[config.mk]
export PLATFORM = sky130hd
export DESIGN_NAME = duel_game_ctrl
export DESIGN_NICKNAME = d
export VERILOG_FILES = /design/src/rtl/duel_game_ctrl.sv
export SDC_FILE = /design/constraint.sdc
export NUM_CORES = 1
export LEC_CHECK = 0
export BUFFER_PORTS_ARGS = -buffer_cell sky130_fd_sc_hd__buf_2
export CAP_MARGIN = 20
export CORE_ASPECT_RATIO = 2
export CORE_UTILIZATION = 35
export DETAILED_ROUTE_END_ITERATION = 10
export GPL_ROUTABILITY_DRIVEN = 0
export PLACE_DENSITY = 0.5
export SETUP_SLACK_MARGIN = 0.05
export SLEW_MARGIN = 10
export SYNTH_ARGS = -nofsm -noshare
export SYNTH_HDL_FRONTEND = slang
export SYNTH_SLANG_ARGS = --single-unit
[constraint.sdc]
create_clock -name clk -period 5.2 [get_ports clk]
set_input_delay 0.52 -clock clk [delete_from_list [all_inputs] [get_ports clk]]
set_output_delay 0.52 -clock clk [all_outputs]
set_load 0.02 [all_outputs]
[src/rtl/duel_game_ctrl.sv]
// Game-flow controller for the two-player reaction duel: countdown, GO window, point hold, match win.
// All outputs registered; one-cycle button/start pulses take effect on the next clk edge.
module duel_game_ctrl #(
    parameter int unsigned TICK_DIV   = 100_000_000,
    parameter int unsigned COUNT_FROM = 3,
    parameter int unsigned GO_TIMEOUT = 5,
    parameter int unsigned HOLD_TICKS = 2,
    parameter int unsigned WIN_SCORE  = 5
) (
    input  logic       clk,
    input  logic       rst,
    input  logic       start,
    input  logic       btn0,
    input  logic       btn1,
    output logic [3:0] state,
    output logic [3:0] score0,
    output logic [3:0] score1,
    output logic [3:0] cnt0,
    output logic [1:0] last_pt
);

    localparam int unsigned TICK_W  = $clog2(TICK_DIV);
    localparam int unsigned AUX_MAX = (GO_TIMEOUT > HOLD_TICKS) ? GO_TIMEOUT : HOLD_TICKS;
    localparam int unsigned AUX_W   = $clog2(AUX_MAX + 1);

    localparam logic [TICK_W-1:0] TICK_LAST = TICK_W'(TICK_DIV - 1);
    localparam logic [AUX_W-1:0]  GO_LAST   = AUX_W'(GO_TIMEOUT - 1);
    localparam logic [AUX_W-1:0]  HOLD_LAST = AUX_W'(HOLD_TICKS - 1);
    localparam logic [3:0]        CNT_INIT  = 4'(COUNT_FROM);
    localparam logic [3:0]        WIN       = 4'(WIN_SCORE);

    typedef enum logic [3:0] {
        S_IDLE  = 4'd0,
        S_COUNT = 4'd1,
        S_GO    = 4'd2,
        S_POINT = 4'd3,
        S_WIN0  = 4'd4,
        S_WIN1  = 4'd5
    } state_t;

    state_t            state_q, state_d;
    logic [3:0]        score0_q, score0_d, score1_q, score1_d, cnt0_q, cnt0_d;
    logic [1:0]        last_pt_q, last_pt_d;
    logic [TICK_W-1:0] tick_cnt_q, tick_cnt_d;
    logic [AUX_W-1:0]  aux_cnt_q, aux_cnt_d;
    logic              tick;

    assign tick = (tick_cnt_q == TICK_LAST);

    always_ff @(posedge clk) begin
        if (rst) begin
            state_q    <= S_IDLE;
            score0_q   <= 4'd0;
            score1_q   <= 4'd0;
            cnt0_q     <= CNT_INIT;
            last_pt_q  <= 2'b00;
            tick_cnt_q <= '0;
            aux_cnt_q  <= '0;
        end else begin
            state_q    <= state_d;
            score0_q   <= score0_d;
            score1_q   <= score1_d;
            cnt0_q     <= cnt0_d;
            last_pt_q  <= last_pt_d;
            tick_cnt_q <= tick_cnt_d;
            aux_cnt_q  <= aux_cnt_d;
        end
    end

    always_comb begin
        state_d    = state_q;
        score0_d   = score0_q;
        score1_d   = score1_q;
        cnt0_d     = cnt0_q;
        last_pt_d  = last_pt_q;
        tick_cnt_d = tick ? '0 : tick_cnt_q + 1'b1;
        aux_cnt_d  = aux_cnt_q;

        case (state_q)
            S_IDLE: begin
                if (start) begin
                    state_d  = S_COUNT;
                    cnt0_d   = CNT_INIT;
                    score0_d = 4'd0;
                    score1_d = 4'd0;
                end
            end
            S_COUNT: begin
                // A press during the countdown is a foul and beats a same-cycle tick.
                if (btn0 || btn1) begin
                    state_d = S_POINT;
                    cnt0_d  = 4'd0;
                    if (btn0 && btn1) begin
                        last_pt_d = 2'b00;
                    end else if (btn0) begin
                        score1_d  = score1_q + 4'd1;
                        last_pt_d = 2'b10;
                    end else begin
                        score0_d  = score0_q + 4'd1;
                        last_pt_d = 2'b01;
                    end
                end else if (tick) begin
                    cnt0_d = cnt0_q - 4'd1;
                    if (cnt0_q <= 4'd1) begin
                        cnt0_d  = 4'd0;
                        state_d = S_GO;
                    end
                end
            end
            S_GO: begin
                if (btn0 || btn1) begin
                    state_d = S_POINT;
                    if (btn0 && btn1) begin
                        last_pt_d = 2'b00;
                    end else if (btn0) begin
                        score0_d  = score0_q + 4'd1;
                        last_pt_d = 2'b01;
                    end else begin
                        score1_d  = score1_q + 4'd1;
                        last_pt_d = 2'b10;
                    end
                end else if (tick) begin
                    aux_cnt_d = aux_cnt_q + 1'b1;
                    if (aux_cnt_q == GO_LAST) begin
                        state_d   = S_POINT;
                        last_pt_d = 2'b00;
                    end
                end
            end
            S_POINT: begin
                if (tick) begin
                    aux_cnt_d = aux_cnt_q + 1'b1;
                    if (aux_cnt_q == HOLD_LAST) begin
                        if (score0_q == WIN) begin
                            state_d = S_WIN0;
                        end else if (score1_q == WIN) begin
                            state_d = S_WIN1;
                        end else begin
                            state_d = S_COUNT;
                            cnt0_d  = CNT_INIT;
                        end
                    end
                end
            end
            S_WIN0, S_WIN1: begin
                if (start) begin
                    state_d   = S_IDLE;
                    score0_d  = 4'd0;
                    score1_d  = 4'd0;
                    cnt0_d    = CNT_INIT;
                    last_pt_d = 2'b00;
                end
            end
            default: begin
                // Illegal encodings fall back to the reset picture.
                state_d   = S_IDLE;
                score0_d  = 4'd0;
                score1_d  = 4'd0;
                cnt0_d    = CNT_INIT;
                last_pt_d = 2'b00;
            end
        endcase

        if (state_d != state_q) begin
            tick_cnt_d = '0;
            aux_cnt_d  = '0;
        end
    end

    assign state   = state_q;
    assign score0  = score0_q;
    assign score1  = score1_q;
    assign cnt0    = cnt0_q;
    assign last_pt = last_pt_q;

endmodule

# After elaboration in Yosys (flattened, before gate mapping)
# Cells that the tools add are included.
# totals
inputBits	5
ff_bits	48
output_inout_bits	18
word_cells	109
# op_classes
bitwise	3
n_lt_le_gt_ge	1
add_sub_neg	5
n_eq_ne	29
reduce_logical	14
n_mux	50
# op_table
op	n
4-bit 2-to-1 mux	31
4-bit case mux with 4 select lines	3
2-bit inequality test, second input constant	14
27-bit by 1-bit adder with 27-bit output, second input constant	1
27-bit == test, second input constant	1
4-bit case mux with 5 select lines	1
2-bit 2-to-1 mux	9
4-bit by 3-bit == test with 1-bit output, second input constant	4
8-bit AND reduction	2
3-bit 2-to-1 mux	4
3-bit inequality test, second input constant	3
4-bit by 1-bit adder with 4-bit output, second input constant	2
4-bit by 2-bit == test with 1-bit output, second input constant	2
2-bit case mux with 4 select lines	1
7-bit AND reduction	1
3-bit case mux with 2 select lines	1
2-bit OR reduction	3
3-bit OR reduction	2
5-bit AND reduction	1
4-bit by 1-bit == test with 1-bit output, second input constant	1
4-bit by 1-bit less-or-equal comparator with 1-bit output, second input constant	1
4-bit logical NOT	1
4-bit inequality test	1
4-bit by 1-bit subtractor with 4-bit output, second input constant	1
other kinds (9)	11

# Logic depth before layout (Yosys ltp)
# Gate-level depths: netlist (run 1).
# logic_depth
word_depth	8
mapped_depth	9
ltp_nobuf	8

# Worst setup path before layout (run 1)
# OpenSTA, ideal clock, no wires.
# synth_timing
kind	reg-to-reg
startpoint	register tick_cnt_q[0]
endpoint	register cnt0_q[3] (netlist: cnt0[3])
synth_period_minus_slack_ns	2.275
setup_slack_ns	2.925
n_path_buf	1
path_stages_with_launch	9
arrival_ns	2.205
t_required_ns	5.129
setup_ns	0.071
cell_sequence	dfxtp_1 -> ha_1 -> nand4_1 -> or3_1 -> buf_6 -> and4bb_2 -> o211ai_4 -> or4b_1 -> a21oi_1
# synth_between
elab_chain_len	3
word_cells_on_any_way	4
classes_between	3 x eq/ne; 1 x reduce/logical
# synth_rtl
element	line_no	rtl
start: declaration	44	logic [TICK_W-1:0] tick_cnt_q, tick_cnt_d;
start signal: assignment	65	tick_cnt_q <= tick_cnt_d;
27-bit == test (*)	48	assign tick = (tick_cnt_q == TICK_LAST);
3-bit inequality test (no source line) / 2-bit inequality test (equally long branches)	--	
7-bit AND reduction (no source line) (*)	--	
end signal: assignment	63	cnt0_q <= cnt0_d;
end: declaration	42	logic [3:0] score0_q, score0_d, score1_q, score1_d, cnt0_q, cnt0_d;
# Every way passes the cells marked *; elsewhere a longest branch is shown, timed or not.
# A chain may end at the register's enable or synchronous reset.

# Worst setup path after layout (run 1)
# layout_timing
startpoint	register tick_cnt_q[0]
endpoint	register tick_cnt_q[14]
# layout_between
elab_chain_len	6
word_cells_on_any_way	10
classes_between	1 x add/sub; 2 x eq/ne; 6 x mux; 1 x reduce/logical
# layout_rtl
element	line_no	rtl
27-bit == test	48	
4-bit 2-to-1 mux, on equally long branches	122, 102	
4-bit 2-to-1 mux, on equally long branches	111, 90	
4-bit case mux with 5 select lines	79	case (state_q)
4-bit inequality test	164	if (state_d != state_q) begin
3-bit OR reduction (no source line)	--	
# Parallel ways exist; a longest one is shown, timed or not.

==> flow_summary.html, run 1 <==
<table>
<tr><th>Metric</th><th>Value</th></tr>
<tr><th colspan="2">Finish</th></tr>
<tr><td>Number of diodes added for antenna fixing</td><td>0</td></tr>
<tr><td>Fraction of final layout cells with drive strength greater than 1</td><td>11.64%</td></tr>
<tr><td>Non-Filler Instances</td><td>427</td></tr>
<tr><td>Layout-stage area growth over the synthesis result</td><td>13.04%</td></tr>
<tr><td>Cell area after layout</td><td>2929 um2</td></tr>
<tr><td>Count of filler cells inserted in the layout</td><td>752</td></tr>
<tr><td>Nets</td><td>350</td></tr>
<tr><th colspan="2">Drt</th></tr>
<tr><td>Antenna viol nets, final</td><td>0</td></tr>
<tr><td>Per-cell routed wire length</td><td>14.52 um</td></tr>
<tr><td>Drt first pass iters</td><td>5</td></tr>
<tr><td>Number of design-rule violations left by the first detailed-router iteration</td><td>85</td></tr>
<tr><td>Via density per instance</td><td>5.300</td></tr>
<tr><td>Total detailed-routing wirelength</td><td>6200 um</td></tr>
<tr><td>Total vias in the final route</td><td>2263</td></tr>
<tr><td>Number of remaining DRC errors</td><td>0</td></tr>
<tr><th colspan="2">Yosys</th></tr>
<tr><td>Library cells used by synthesis</td><td>50</td></tr>
<tr><td>Number of flip-flops and latches in the synthesized netlist</td><td>48</td></tr>
<tr><td>Net count after synthesis</td><td>331</td></tr>
<tr><td>Syn_area_per_cell</td><td>8.200 um2</td></tr>
<tr><td>Fraction of the yosys area taken by sequential cells</td><td>37.08%</td></tr>
<tr><td>Synthesized-area fraction occupied by adder cells</td><td>4.829%</td></tr>
<tr><td>Async set-reset flop share out of synthesis</td><td>0%</td></tr>
<tr><td>Combined area of all synthesized cells</td><td>2591 um2</td></tr>
<tr><td>Cell count after synthesis</td><td>316</td></tr>
<tr><td>Post-synthesis mux area share</td><td>1.159%</td></tr>
<tr><td>Top_reg_cell synth</td><td>dfxtp_1</td></tr>
<tr><td>Synthesis Warnings</td><td>0</td></tr>
<tr><td>Compound-gate portion of the synthesized area</td><td>13.47%</td></tr>
<tr><td>Simple logic cell fraction of the synthesized area</td><td>29.45%</td></tr>
<tr><td>Post-synthesis xor/xnor area fraction</td><td>10.14%</td></tr>
<tr><td>Count of flip-flops with a built-in enable after synthesis</td><td>0</td></tr>
<tr><td>Dominant combinational cell family by area after synthesis</td><td>simple AND/OR/NAND/NOR gates</td></tr>
<tr><th colspan="2">Worst hold path</th></tr>
<tr><td>Startpoint of the worst hold path</td><td>tick_cnt_q[0]</td></tr>
<tr><td>Worst min path class</td><td>reg2reg</td></tr>
<tr><td>End point of the worst hold path</td><td>tick_cnt_q[0]</td></tr>
<tr><td>Cells on Worst Hold Path</td><td>1</td></tr>
<tr><th colspan="2">Clocking</th></tr>
<tr><td>Maximum level of the CTS H-tree</td><td>2</td></tr>
<tr><td>Max Buffers Root-to-Sink</td><td>2</td></tr>
<tr><td>CTS tree</td><td>built</td></tr>
<tr><td>Count of cells resized by post-cts repair</td><td>0</td></tr>
<tr><td>Post-CTS setup buffer count</td><td>0</td></tr>
<tr><td>Total CTS buffers</td><td>5</td></tr>
<tr><td>Clk sinks</td><td>48</td></tr>
<tr><td>CTS hold repair buffers</td><td>0</td></tr>
<tr><td>Root Driver</td><td>clkbuf_16</td></tr>
<tr><td>Register clock-pin slew on the reported worst setup and hold paths</td><td>0.06 ns</td></tr>
<tr><td>Clock Latency Late Sink</td><td>0.29 ns</td></tr>
<tr><th colspan="2">Worst setup path</th></tr>
<tr><td>CP Max Fanout</td><td>16</td></tr>
<tr><td>Reg-to-Reg End</td><td>tick_cnt_q[14]</td></tr>
<tr><td>Crit path required time</td><td>5.34 ns</td></tr>
<tr><td>FF-to-FF path depth</td><td>7</td></tr>
<tr><td>Crit Path Class</td><td>reg2reg</td></tr>
<tr><td>Type of element launching the critical path</td><td>flip-flop</td></tr>
<tr><td>CP endpoint kind</td><td>flip-flop</td></tr>
<tr><td>Data arrival time of the critical path</td><td>2.86 ns</td></tr>
<tr><td>Launch instance of the worst register-to-register path</td><td>tick_cnt_q[0]</td></tr>
<tr><td>Reg-to-reg setup timing slack</td><td>2.48 ns</td></tr>
<tr><th colspan="2">Run status</th></tr>
<tr><td>Run status</td><td>complete, no violations</td></tr>
<tr><th colspan="2">Global route</th></tr>
<tr><td>Pin count of the biggest net entering global routing</td><td>24</td></tr>
<tr><td>Via count of the first global-routing pass</td><td>2245</td></tr>
<tr><td>Total overflow reported by the global router</td><td>0</td></tr>
<tr><td>Global routing usage summed across all routing layers</td><td>17.12%</td></tr>
<tr><td>Antenna violations before repair</td><td>0</td></tr>
<tr><td>Wire length of the first global-routing pass</td><td>10300 um</td></tr>
<tr><th colspan="2">Die</th></tr>
<tr><td>Y dimension of the die</td><td>123.7 um</td></tr>
<tr><td>Area of the die</td><td>7772 um2</td></tr>
<tr><td>Row count</td><td>44</td></tr>
<tr><td>Floorplan core area</td><td>7212 um2</td></tr>
<tr><td>Number of placed I/O pins</td><td>23</td></tr>
<tr><td>Initial core utilization</td><td>35.93%</td></tr>
<tr><td>DIE WIDTH</td><td>62.84 um</td></tr>
<tr><th colspan="2">Timing</th></tr>
<tr><td>Tmin final</td><td>2.716 ns</td></tr>
<tr><td>Worst slew pin tran</td><td>0.7617 ns</td></tr>
<tr><td>FMAX</td><td>368.1 MHz</td></tr>
<tr><td>Worst setup slack after layout</td><td>2.484 ns</td></tr>
<tr><td>Share of the clock period used by the worst path</td><td>52.24%</td></tr>
<tr><td>Setup violators final</td><td>0</td></tr>
<tr><td>Worst setup skew after layout</td><td>0.005408 ns</td></tr>
<tr><td>Total Negative Setup Slacks</td><td>0 ns</td></tr>
<tr><td>Number of pins exceeding their max-slew limit in the final report</td><td>0</td></tr>
<tr><td>RSZ-0062 raised after global routing</td><td>false</td></tr>
<tr><td>Final hold viol count</td><td>0</td></tr>
<tr><td>Relative slew slack</td><td>49.09%</td></tr>
<tr><th colspan="2">Placed design</th></tr>
<tr><td>Total half-perimeter wirelength after legalization and detailed placement</td><td>4701 um</td></tr>
<tr><td>Instance area at placement</td><td>2776 um2</td></tr>
<tr><td>Count of buffers inserted at the top-level ports</td><td>22</td></tr>
<tr><td>Placed Cells</td><td>420</td></tr>
<tr><td>Pre-CTS worst setup slack</td><td>2.441 ns</td></tr>
<tr><th colspan="2">Power and ir drop</th></tr>
<tr><td>Static leakage power</td><td>0.001052 uW</td></tr>
<tr><td>Total power per unit cell area</td><td>262.6 nW/um2</td></tr>
<tr><td>Overall Power</td><td>769.2 uW</td></tr>
<tr><td>Max IR drop VDD</td><td>0.1582 mV</td></tr>
<tr><th colspan="2">Job</th></tr>
<tr><td>Max-Cap Viols</td><td>0</td></tr>
</table>
## worst max path at each step
stage,slack [ns],cells past startpoint,endpoint,from
floorplan,2.92,8,cnt0[3],tick_cnt_q[0]
global placement,2.45,7,tick_cnt_q[21],tick_cnt_q[0]
detailed placement,2.44,7,tick_cnt_q[5],tick_cnt_q[0]
CTS,2.44,7,tick_cnt_q[14],tick_cnt_q[0]
global route,2.18,7,tick_cnt_q[15],tick_cnt_q[0]
finish,2.48,7,tick_cnt_q[14],tick_cnt_q[0]
## registers in the layout, summed over array words and instances, names as in the netlist
register and count:
aux_cnt_q 3, cnt0 4, last_pt 2, score1 4, state 4, score0 4
tick_cnt_q 27
## placed cells by master, fill, tap and decap left out, types with 2 or more instances in the layout
| master | count |
|---|---|
| nor2_1 | 50 |
| dfxtp_1 | 48 |
| nor3_1 | 24 |
| buf_2 | 22 |
| xor2_1 | 17 |
| a21oi_1 | 17 |
| nand3_1 | 16 |
| xnor2_1 | 13 |
| o21ai_0 | 12 |
| inv_1 | 11 |
| nand4_1 | 10 |
| nand2_1 | 10 |
| ha_1 | 10 |
| and3_1 | 7 |
| nand2b_1 | 6 |
| o31ai_1 | 6 |
| clkbuf_16 | 5 |
| or3_1 | 4 |
| o22ai_1 | 4 |
| nor4b_1 | 3 |
| o211ai_1 | 3 |
| mux2i_1 | 3 |
| or2_2 | 2 |
| nor4_1 | 2 |
| nor3b_1 | 2 |
| o21ai_1 | 2 |
| clkbuf_8 | 2 |
| buf_4 | 2 |
## critical path, stage by stage, from the launching register on
cell	delay [ns]
dfxtp_1	0.37
ha_1	0.23
nand4_1	0.13
or3_1	0.52
nor3_1	0.42
nor4_1	0.15
o21ai_2	0.62
nor3_1	0.13
## cell families after synthesis
| logic type | after synthesis |
|---|---|
| xor+xnor | 30 |
| buf+inv | 23 |
| other cells | 1 |
| flops | 48 |
| simple gates | 147 |
| mux | 3 |
| fa+ha+maj | 10 |
| compound gates | 54 |
## cell usage after synthesis, types with 6 or more instances
library cell,instances,area share [%]
nand2b_1,6,1.4
ha_1,10,4.8
nand2_1,10,1.4
nor3_1,24,4.6
clkbuf_1,7,1.0
dfxtp_1,48,37
o31ai_1,6,1.7
xor2_1,17,5.7
nand3_1,16,3.1
xnor2_1,13,4.4
nor2_1,50,7.2
o21ai_0,12,2.3
and3_1,7,1.7
inv_1,11,1.6
nand4_1,10,2.4
a21oi_1,17,3.3
## per-layer routing
metal  vias up  share of wire, %  global-route usage [%]
li1       1161                 -                       -
met3        13               2.3                   1.740
met2        34                57                   34.31
met1      1055                37                   16.13
met5         -                 0                       0
met4         0               3.5                   10.90
## power breakdown
| part | internal [uW] | switching [uW] | leakage (uW) |
|---|---|---|---|
| clock network | 202 | 134 | 0.0000760 |
| logic | 17.6 | 36.3 | 0.000588 |
| registers | 371 | 7.77 | 0.000388 |
| total | 591 | 178 | 0.00105 |
## area by class of cell
type | instances | area [um2] | share of cell area (%)
inverter | 11 | 41.29 | 1.410
timing repair buffer | 24 | 125.1 | 4.272
tap | 92 | 115.1 | 3.930
clock buffer | 7 | 152.6 | 5.211
sequential | 48 | 960.9 | 32.81
multi-input combinational | 245 | 1534 | 52.37
## through the flow
stage / hold slack [ns] / util [%]
after CTS: 0.4854 / 40.61
after detailed placement: 0.4769 / 38.50
after global routing: 0.5227 / 40.61
final: 0.4833 / 40.61
after floorplan: 0.4555 / -
after global placement: 0.4679 / 38.39
No activity file was read; power rests on OpenSTA's default activity.
==> inputs of run 2 (changes only) <==
==> constraint.sdc (replaced) <==
create_clock -name clk -period 2.75 [get_ports clk]
set_input_delay 0.275 -clock clk [delete_from_list [all_inputs] [get_ports clk]]
set_output_delay 0.275 -clock clk [all_outputs]
set_load 0.02 [all_outputs]
==> run 2 against run 1 <==
Compared with the run above:
- register-to-register slack got worse by 2.2 ns
- setup slack got worse by 2.2 ns
- first-iteration DRC count rose by 71%
- die area did not move
- clock skew rose by 0.0028 ns
- power rose by 88%
- cell count rose by 2.1%
- critical endpoint is now cnt0[3]
==> flow_summary.html, run 2 (synthesis gave the netlist of run 1 again) <==
<table>
<tr><th>Metric</th><th>Value</th></tr>
<tr><th colspan="2">Run status</th></tr>
<tr><td>Run status</td><td>complete, no violations (unchanged)</td></tr>
<tr><th colspan="2">Worst setup path</th></tr>
<tr><td>FF-to-FF path depth</td><td>7 (unchanged)</td></tr>
<tr><td>Crit-path slowest cell</td><td>or3_1 (was o21ai_2)</td></tr>
<tr><td>Reg-to-Reg End</td><td>cnt0[3] (was tick_cnt_q[14])</td></tr>
<tr><td>End point of the critical path</td><td>cnt0[3] (was tick_cnt_q[14])</td></tr>
<tr><td>Crit Path Class</td><td>reg2reg (unchanged)</td></tr>
<tr><td>Slowest cell delay on critical path</td><td>0.52 ns (was 0.62 ns)</td></tr>
<tr><td>CP Max Fanout</td><td>8 (was 16)</td></tr>
<tr><td>Data arrival time of the critical path</td><td>2.67 ns (was 2.86 ns)</td></tr>
<tr><td>Critical path, cell by cell</td><td>ha_1 -&gt; nand4_1 -&gt; or3_1 -&gt; and4bb_2 -&gt; o211ai_4 -&gt; or4b_1 -&gt; a21oi_1 (was ha_1 -&gt; nand4_1 -&gt; or3_1 -&gt; nor3_1 -&gt; nor4_1 -&gt; o21ai_2 -&gt; nor3_1)</td></tr>
<tr><td>CP endpoint kind</td><td>flip-flop (unchanged)</td></tr>
<tr><td>Type of element launching the critical path</td><td>flip-flop (unchanged)</td></tr>
<tr><td>Launch instance of the worst register-to-register path</td><td>tick_cnt_q[0] (unchanged)</td></tr>
<tr><td>Source of the critical timing path</td><td>tick_cnt_q[0] (unchanged)</td></tr>
<tr><td>Crit path required time</td><td>2.98 ns (was 5.34 ns)</td></tr>
<tr><td>Reg-to-reg setup timing slack</td><td>0.31 ns (was 2.48 ns)</td></tr>
<tr><th colspan="2">Drt</th></tr>
<tr><td>Number of remaining DRC errors</td><td>0 (unchanged)</td></tr>
<tr><td>Number of design-rule violations left by the first detailed-router iteration</td><td>145 (was 85)</td></tr>
<tr><td>Drt first pass iters</td><td>4 (was 5)</td></tr>
<tr><td>Total vias in the final route</td><td>2299 (was 2263)</td></tr>
<tr><td>Via density per instance</td><td>5.273 (was 5.300)</td></tr>
<tr><td>Antenna viol nets, final</td><td>0 (unchanged)</td></tr>
<tr><td>Per-cell routed wire length</td><td>14.60 um (was 14.52 um)</td></tr>
<tr><td>Total detailed-routing wirelength</td><td>6366 um (was 6200 um)</td></tr>
<tr><th colspan="2">Clocking</th></tr>
<tr><td>Post-CTS setup buffer count</td><td>0 (unchanged)</td></tr>
<tr><td>Register clock-pin slew on the reported worst setup and hold paths</td><td>0.07 ns (was 0.06 ns)</td></tr>
<tr><td>Total CTS buffers</td><td>5 (unchanged)</td></tr>
<tr><td>Count of cells resized by post-cts repair</td><td>0 (unchanged)</td></tr>
<tr><td>CTS tree</td><td>built (unchanged)</td></tr>
<tr><td>Root Driver</td><td>clkbuf_16 (unchanged)</td></tr>
<tr><td>Maximum level of the CTS H-tree</td><td>2 (unchanged)</td></tr>
<tr><td>CTS hold repair buffers</td><td>0 (unchanged)</td></tr>
<tr><td>Clk sinks</td><td>48 (unchanged)</td></tr>
<tr><td>Clock Latency Late Sink</td><td>0.29 ns (about the same)</td></tr>
<tr><td>Max Buffers Root-to-Sink</td><td>2 (unchanged)</td></tr>
<tr><th colspan="2">Timing</th></tr>
<tr><td>Hold_ws</td><td>0.3200 ns (was 0.4833 ns)</td></tr>
<tr><td>Tmin final</td><td>2.440 ns (was 2.716 ns)</td></tr>
<tr><td>Setup violators final</td><td>0 (unchanged)</td></tr>
<tr><td>Total Negative Setup Slacks</td><td>0 ns (unchanged)</td></tr>
<tr><td>FMAX</td><td>409.9 MHz (was 368.1 MHz)</td></tr>
<tr><td>Worst slew pin tran</td><td>0.6375 ns (was 0.7617 ns)</td></tr>
<tr><td>RSZ-0062 raised after global routing</td><td>false (unchanged)</td></tr>
<tr><td>Number of pins exceeding their max-slew limit in the final report</td><td>0 (unchanged)</td></tr>
<tr><td>Worst setup skew after layout</td><td>0.008220 ns (was 0.005408 ns)</td></tr>
<tr><td>Relative slew slack</td><td>57.21% (was 49.09%)</td></tr>
<tr><td>Share of the clock period used by the worst path</td><td>88.72% (was 52.24%)</td></tr>
<tr><td>Final hold viol count</td><td>0 (unchanged)</td></tr>
<tr><th colspan="2">Finish</th></tr>
<tr><td>Layout-stage area growth over the synthesis result</td><td>15.21% (was 13.04%)</td></tr>
<tr><td>Most used cells in the layout excluding fill and tap cells</td><td>nor2_1, dfxtp_1, nor3_1 (unchanged)</td></tr>
<tr><td>Register with the most flip-flops</td><td>tick_cnt_q (unchanged)</td></tr>
<tr><td>Fraction of final layout cells with drive strength greater than 1</td><td>13.95% (was 11.64%)</td></tr>
<tr><td>Number of diodes added for antenna fixing</td><td>0 (unchanged)</td></tr>
<tr><td>Nets</td><td>358 (was 350)</td></tr>
<tr><td>Leading cell type in the layout, fill and taps excluded</td><td>nor2_1 (unchanged)</td></tr>
<tr><td>Flip-flop count of the largest register after layout</td><td>27 (unchanged)</td></tr>
<tr><th colspan="2">Die</th></tr>
<tr><td>Area of the die</td><td>7772 um2 (unchanged)</td></tr>
<tr><td>Floorplan core area</td><td>7212 um2 (unchanged)</td></tr>
<tr><td>Row count</td><td>44 (unchanged)</td></tr>
<tr><td>Y dimension of the die</td><td>123.7 um (unchanged)</td></tr>
<tr><td>Initial core utilization</td><td>35.93% (unchanged)</td></tr>
<tr><td>DIE WIDTH</td><td>62.84 um (unchanged)</td></tr>
<tr><td>Number of placed I/O pins</td><td>23 (unchanged)</td></tr>
<tr><th colspan="2">Power and ir drop</th></tr>
<tr><td>Clock share of power</td><td>43.2% (was 43.7%)</td></tr>
<tr><td>Proportion of total power due to net switching</td><td>24.21% (was 23.20%)</td></tr>
<tr><td>Total power per unit cell area</td><td>485.3 nW/um2 (was 262.6 nW/um2)</td></tr>
<tr><td>Max IR drop VDD</td><td>0.4658 mV (was 0.1582 mV)</td></tr>
<tr><td>Power share of the sequential group</td><td>49.4% (was 49.3%)</td></tr>
<tr><td>Static leakage power</td><td>0.001093 uW (was 0.001052 uW)</td></tr>
<tr><td>Net switching component of the power</td><td>350.8 uW (was 178.4 uW)</td></tr>
<tr><td>Share of total power in combinational logic</td><td>7.4% (was 7.0%)</td></tr>
<tr><td>Internal Dissipation</td><td>1098 uW (was 590.8 uW)</td></tr>
<tr><th colspan="2">Worst hold path</th></tr>
<tr><td>Worst min path class</td><td>in2reg (was reg2reg)</td></tr>
<tr><th colspan="2">Global route</th></tr>
<tr><td>Wire length of the first global-routing pass</td><td>10350 um (was 10300 um)</td></tr>
<tr><td>Antenna violations before repair</td><td>0 (unchanged)</td></tr>
<tr><td>Pin count of the biggest net entering global routing</td><td>18 (was 24)</td></tr>
<tr><td>Global routing usage summed across all routing layers</td><td>17.50% (was 17.12%)</td></tr>
<tr><td>Total overflow reported by the global router</td><td>0 (unchanged)</td></tr>
<tr><td>Via count of the first global-routing pass</td><td>2160 (was 2245)</td></tr>
<tr><th colspan="2">Job</th></tr>
<tr><td>Max-Cap Viols</td><td>0 (unchanged)</td></tr>
<tr><th colspan="2">Placed design</th></tr>
<tr><td>Count of buffers inserted at the top-level ports</td><td>22 (unchanged)</td></tr>
<tr><td>Total half-perimeter wirelength after legalization and detailed placement</td><td>4722 um (was 4701 um)</td></tr>
</table>
==> run 2: cell types whose count changed in the layout (fill, tap and decap cells not counted) <==
cell and change:
buf_4 +8, clkinv_2 +2, clkbuf_8 -1
==> run 2: final cells by class <==
class	instances	area (um2)
Clock buffer	6	138.9
Clock inverter	2	10.01
Fill cell	750	4227
Inverter	11	41.29
Multi-Input combinational cell	245	1534
Sequential cell	48	960.9
Tap cell	92	115.1
Timing Repair Buffer	32	185.2
==> run 2: power groups by stage <==
stage / Sequential [uW] / Combinational [uW] / Clock (uW)
2_1_floorplan: 731 / 71.1 / 0
3_3_place_gp: 731 / 108 / 0
3_5_place_dp: 731 / 109 / 0
4_1_cts: 715 / 109 / 646
5_1_grt: 717 / 120 / 672
6_report: 715 / 107 / 626
==> run 2: routing by layer <==
| metal | up-vias | wire length, um | track usage [%] |
|---|---|---|---|
| li1 | 1175 | - | - |
| met1 | 1062 | 2426 | 16.39 |
| met2 | 47 | 3429 | 33.76 |
| met3 | 15 | 161 | 2.747 |
| met4 | 0 | 348 | 12.65 |
| met5 | - | 0 | 0 |
==> run 2: worst min path at each step <==
stage / startpoint / endpoint / cells after the start / slack, ns
floorplan: rst / cnt0[0] / 2 / 0.43
global route: rst / last_pt[1] / 2 / 0.34
global placement: tick_cnt_q[0] / tick_cnt_q[0] / 1 / 0.47
detailed placement: tick_cnt_q[0] / tick_cnt_q[0] / 1 / 0.48
finish: rst / last_pt[1] / 2 / 0.32
CTS: rst / last_pt[1] / 2 / 0.31
==> run 2: critical path: cells and delay by family, from the launching register on <==
kind | cells | cell delay, ns
adder cells (fa/ha/maj) | 1 | 0.23
AND/OR/NAND/NOR | 4 | 1.52
AO/OA/AOI/OAI | 2 | 0.26
flip-flops | 1 | 0.37
==> run 2: per-stage QoR <==
step                power, uW  worst slack [ns]  util (%)  instances  area (um2)
global route             1509            0.1197     41.39        436        2985
CTS                      1471            0.3122     41.39        436        2985
global placement        839.4            0.3633     39.33        428        2836
finish                   1449            0.3101     41.39        436        2985
floorplan               802.2            0.4746         -        316        2591
detailed placement      840.1            0.3161     39.33        428        2836
